===== config.mk =====
export PLATFORM = sky130hd
export DESIGN_NAME = pipe_stall_ctrl
export DESIGN_NICKNAME = d
export VERILOG_FILES = /design/src/rtl/pipe_stall_ctrl.sv
export SDC_FILE = /design/constraint.sdc
export NUM_CORES = 1
export LEC_CHECK = 0
export ABC_AREA = 1
export CAP_MARGIN = 10
export CORE_UTILIZATION = 27
export DETAILED_ROUTE_END_ITERATION = 6
export PLACE_DENSITY = 0.59
export SLEW_MARGIN = 15
export SYNTH_ARGS = -nofsm -noshare
export SYNTH_HDL_FRONTEND = slang
export SYNTH_SLANG_ARGS = --single-unit

===== constraint.sdc =====
create_clock -name clk -period 5.95 [get_ports clk]
set_clock_uncertainty 0.1 [all_clocks]
set_input_delay 1.19 -clock clk [delete_from_list [all_inputs] [get_ports clk]]
set_output_delay 1.19 -clock clk [all_outputs]
set_load 0.02 [all_outputs]

===== src/rtl/pipe_stall_ctrl.sv =====
// Stall/flush scheduler for the 5-stage pipeline: stall codes are combinational from inputs and state,
// a redirect that collides with an outstanding fetch is held in DRAIN until if_ready.
module pipe_stall_ctrl #(
  parameter int PC_W  = 64,
  parameter int CNT_W = 32
) (
  input  logic             clk,
  input  logic             rst,
  input  logic             if_req,
  input  logic             if_ready,
  input  logic             me_mem_req,
  input  logic             me_mem_ready,
  input  logic             id_rs1_rena,
  input  logic [4:0]       id_rs1_raddr,
  input  logic             id_rs2_rena,
  input  logic [4:0]       id_rs2_raddr,
  input  logic             ex_mem_rena,
  input  logic [4:0]       ex_rd_waddr,
  input  logic             me_redirect,
  input  logic [PC_W-1:0]  me_target_pc,
  output logic [1:0]       pc_stall,
  output logic [1:0]       if_id_stall,
  output logic [1:0]       id_ex_stall,
  output logic [1:0]       ex_me_stall,
  output logic [1:0]       me_wb_stall,
  output logic             redirect_valid,
  output logic [PC_W-1:0]  redirect_pc,
  output logic [CNT_W-1:0] stall_cnt
);

  localparam logic [1:0] STALL_NEXT = 2'b00;
  localparam logic [1:0] STALL_KEEP = 2'b01;
  localparam logic [1:0] STALL_ZERO = 2'b10;

  typedef enum logic {ST_RUN = 1'b0, ST_DRAIN = 1'b1} state_t;

  state_t           state_q, state_d;
  logic [PC_W-1:0]  pend_pc_q, pend_pc_d;
  logic [CNT_W-1:0] stall_cnt_q, stall_cnt_d;

  logic mem_wait;
  logic fetch_wait;
  logic load_use;

  assign mem_wait   = me_mem_req & ~me_mem_ready;
  assign fetch_wait = if_req & ~if_ready;
  assign load_use   = ex_mem_rena & (ex_rd_waddr != 5'd0) &
                      ((id_rs1_rena & (id_rs1_raddr == ex_rd_waddr)) |
                       (id_rs2_rena & (id_rs2_raddr == ex_rd_waddr)));

  always_ff @(posedge clk or posedge rst) begin
    if (rst) begin
      state_q     <= ST_RUN;
      pend_pc_q   <= '0;
      stall_cnt_q <= '0;
    end else begin
      state_q     <= state_d;
      pend_pc_q   <= pend_pc_d;
      stall_cnt_q <= stall_cnt_d;
    end
  end

  always_comb begin
    state_d   = state_q;
    pend_pc_d = pend_pc_q;
    case (state_q)
      ST_RUN: begin
        // A memory instruction in ME never redirects, so mem_wait masks the redirect.
        if (!mem_wait && me_redirect && fetch_wait) begin
          state_d   = ST_DRAIN;
          pend_pc_d = me_target_pc;
        end
      end
      ST_DRAIN: begin
        if (if_ready) state_d = ST_RUN;
      end
      default: state_d = ST_RUN;
    endcase
  end

  always_comb begin
    pc_stall       = STALL_NEXT;
    if_id_stall    = STALL_NEXT;
    id_ex_stall    = STALL_NEXT;
    ex_me_stall    = STALL_NEXT;
    me_wb_stall    = STALL_NEXT;
    redirect_valid = 1'b0;
    redirect_pc    = '0;
    if (rst) begin
      pc_stall    = STALL_ZERO;
      if_id_stall = STALL_ZERO;
      id_ex_stall = STALL_ZERO;
      ex_me_stall = STALL_ZERO;
      me_wb_stall = STALL_ZERO;
    end else if (state_q == ST_DRAIN) begin
      // Only bubbles sit behind ME here; the fetched word on if_ready is stale and dropped.
      if_id_stall = STALL_ZERO;
      id_ex_stall = STALL_ZERO;
      ex_me_stall = STALL_ZERO;
      if (if_ready) begin
        redirect_valid = 1'b1;
        redirect_pc    = pend_pc_q;
      end else begin
        pc_stall = STALL_KEEP;
      end
    end else if (mem_wait) begin
      pc_stall    = STALL_KEEP;
      if_id_stall = STALL_KEEP;
      id_ex_stall = STALL_KEEP;
      ex_me_stall = STALL_KEEP;
      me_wb_stall = STALL_ZERO;
    end else if (me_redirect) begin
      if_id_stall = STALL_ZERO;
      id_ex_stall = STALL_ZERO;
      ex_me_stall = STALL_ZERO;
      if (fetch_wait) begin
        pc_stall = STALL_KEEP;
      end else begin
        redirect_valid = 1'b1;
        redirect_pc    = me_target_pc;
      end
    end else if (load_use) begin
      pc_stall    = STALL_KEEP;
      if_id_stall = STALL_KEEP;
      id_ex_stall = STALL_ZERO;
    end else if (fetch_wait) begin
      pc_stall    = STALL_KEEP;
      if_id_stall = STALL_ZERO;
    end
  end

  always_comb begin
    stall_cnt_d = stall_cnt_q;
    if (pc_stall == STALL_KEEP && stall_cnt_q != {CNT_W{1'b1}})
      stall_cnt_d = stall_cnt_q + CNT_W'(1);
  end

  assign stall_cnt = stall_cnt_q;

endmodule


==> out/results.tsv <==
stage	metric	value	unit
clocking	hold_buf cts	0	
pwr	pwr/cell area	237	mW/mm2
floorplanning	die width	149	um
worst_setup_path	crit-path most repeated cell	clkdlybuf4s50_1	
timing	RSZ-0062 raised after global routing	false	
clocking	clk_lat worst skew	0.35	ns
cells_and_area	nets@finish	996	
synth	sequential share of the synthesized area	41.7	%
worst_setup_path	Arr. time, crit path	3.55	ns
synth	Syn Area/Cell	7.88	um2
cells_and_area	layout cells sized above 1	11.2	%
floorplanning	Initial Util	27.6	%
worst_setup_path	CP cell instances	clkdlybuf4s50_1, clkinvlp_4, nand2_2, buf_4, nor3_1, clkdlybuf4s50_1	
worst_setup_path	startpoint class of the critical path	primary input	
synth	Syn Inst Count	739	
floorplanning	Site Rows	53	
synth	commonest register cell after synthesis	dfrtp_1	
synth	Synth top cells by count	157 x nand2_1, 105 x nor2_1, 97 x dfrtp_1	
min_path	Hold WC Path Type	reg -> reg	
cells_and_area	register area	0.00243	mm2
pwr	combinational power share	27.1	%
synth	Post-Syn Area	0.00582	mm2
synth	Post-synth EDFFs	0	
clocking	clock buffer count from CTS	9	
placement	PortBufs	194	
detailed_routing	Starting DRT DRC Count	258	
global_routing	initial antenna violation count	0	
timing	Max Fclk	206	MHz
worst_setup_path	Worst setup EP type	output port	
clocking	clock sink count	97	
clocking	CTS clk-pin slew, worst paths	0.07	ns
clocking	CTS tree	done	
synth	Synth cell types	30	
timing	final hold violation count	0	
cells_and_area	Antenna Cells	0	
floorplanning	Die Area	0.0222	mm2
worst_setup_path	worst path bufs/invs	4	
synth	Yosys top cell area share	41.7	%
timing	fin. max-slew vios	0	
worst_setup_path	Crit-path slowest cell	clkdlybuf4s50_1	
timing	final period utilization	81.4	%
detailed_routing	wire per inst	14.9	um
synth	cell taking the most area after synthesis	dfrtp_1	
status	status	complete, no violations	
cells_and_area	layout overhead on the synthesized area	42.0	%
detailed_routing	Antenna Nets Post-Route	0	
cells_and_area	post-layout util	39.2	%
synth	Async S/R FF share, synth	100	%
detailed_routing	DRC	0	
pwr	P_int	0.00135	W
worst_setup_path	Crit path max-delay family	buffers and inverters	
cells_and_area	multi-input logic area	0.00304	mm2
timing	Slew @ Worst Pin	0.766	ns
synth	YS warnings	0	
synth	Area contributors post-synth	dfrtp_1 42%, mux2_2 12%, nand2_1 10%	
synth	most frequent cell after synthesis	nand2_1	
detailed_routing	vias after detailed routing	5641	
worst_setup_path	CP Max Fanout	30	
worst_setup_path	WP data required	4.66	ns
pwr	Clock Power Share	29.0	%
timing	Sum Neg Setup Slack	0	ns
clocking	htree depth	3	
global_routing	first-pass GRT wire length	28600	um
global_routing	largest net degree at the start of global routing	70	
timing	Worst slew margin	48.9	%
floorplanning	die height	149	um
worst_setup_path	Setup Crit Path Kind	in -> out	
timing	# setup viols final	0	
global_routing	gr ovfl total	0	
cells_and_area	Fillers	2137	
placement	detailed placer's ending HPWL	12300	um
clocking	Max clock buf depth	2	
clocking	Root Buffer	clkbuf_16	
run	Max-Cap Viols	0	
global_routing	vias in the first global route	5437	
worst_setup_path	Critical Path Max Stage Delay	0.64	ns
pwr	leak pwr	3.56	nW
placement	final RePlAce weighted congestion	0.828	
pwr	Switching Share	30.9	%
floorplanning	core area	0.0211	mm2
clocking	post_cts resized	0	
pwr	maximum VDD drop	0.192	mV
detailed_routing	DRT Wirelength	17700	um
clocking	# Post-CTS Setup Buffers	0	
pwr	Flop pwr share	43.9	%
global_routing	All-Layer GR Usage	16.2	%
synth	#FFs+latches synth	97	
pwr	power consumption	0.00195	W
detailed_routing	post-DR vias/cell	4.76	
pwr	Psw	0.000603	W
detailed_routing	TritonRoute pass-1 iters	4	
floorplanning	io pins	196	
timing	fin crit period	4.84	ns
synth	synthesized net count	829	
-- worst paths after layout --
kind | startpoint | end | slack, ns | cells after the start
worst max register to register | stall_cnt[0] | stall_cnt[24] | 3.17 | 9
min in group asynchronous | rst | pend_pc_q[61] | 1.46 | 3
worst max-delay path | rst | redirect_pc[28] | 1.11 | 6
worst min register to register | pend_pc_q[9] | pend_pc_q[9] | 0.41 | 1
worst min-delay path | pend_pc_q[9] | pend_pc_q[9] | 0.41 | 1
max in group asynchronous | rst | state_q | 3.13 | 4
-- final cells by class --
cell class              count  share of cell area [%]
clock buffers              10                    2.89
clock inverters             6                   0.575
inverters                  37                    1.73
multi-input cells         558                    36.8
flip-flops and latches     97                    29.4
well taps                 275                    4.16
repair buffers            203                    24.5
-- cell usage in the layout (no fill, tap or decap), types with 2 or more instances in the layout --
master	n
a21oi_1	65
buf_4	8
clkbuf_16	9
clkdlybuf4s50_1	194
clkinvlp_4	2
dfrtp_1	96
inv_1	34
inv_2	2
inv_6	4
mux2_2	63
nand2_1	156
nand2_2	2
nand3_1	39
nand3_2	3
nand3b_1	2
nand4_1	6
nor2_1	104
nor2_4	2
nor3_1	74
o21ai_0	6
xnor2_1	10
xor2_1	18
-- through the flow --
step           hold slack (ns)  worst slack (ns)  cells  instance area (um2)
2_1_floorplan            0.380             0.990    739                 5830
3_3_place_gp             0.387              1.12   1170                 7980
3_5_place_dp             0.393              1.07   1170                 7980
4_1_cts                  0.409              1.07   1186                 8260
5_1_grt                  0.415             0.930   1186                 8260
6_report                 0.408              1.11   1186                 8260
-- sequential cells by signal, summed over array words and instances (netlist names) --
name       count
state_q        1
stall_cnt     32
pend_pc_q     64
-- power groups by stage --
stage | Combinational (W) | Clock, W | Sequential, W
after floorplan | 0.000309 | 0 | 0.000866
after global placement | 0.000529 | 0 | 0.000863
after detailed placement | 0.000535 | 0 | 0.000868
after CTS | 0.000536 | 0.000590 | 0.000856
after global routing | 0.000583 | 0.000614 | 0.000873
final | 0.000529 | 0.000568 | 0.000858
-- metal layers --
layer  GRT usage (%)  part of all wire, %  vias to the layer above
met5               0                    0                        -
met4            5.00                  1.6                        0
met3            3.00                  6.5                       17
met2            25.9                   45                      182
met1            22.1                   47                     2672
li1                -                    -                     2770
-- kinds of logic (layout without fill, tap and decap cells) --
kind of cell | count (synthesis) | count (layout) | synth area share [%]
other cells | 1 | 1 | 0.0644
fa+ha+maj | 1 | 1 | 0.215
compound gates | 72 | 72 | 6.23
flops | 97 | 97 | 41.7
buf+inv | 84 | 256 | 6.34
xor+xnor | 28 | 28 | 4.21
simple gates | 393 | 393 | 29.1
mux | 63 | 63 | 12.2
(Power assumes the default switching activity.)
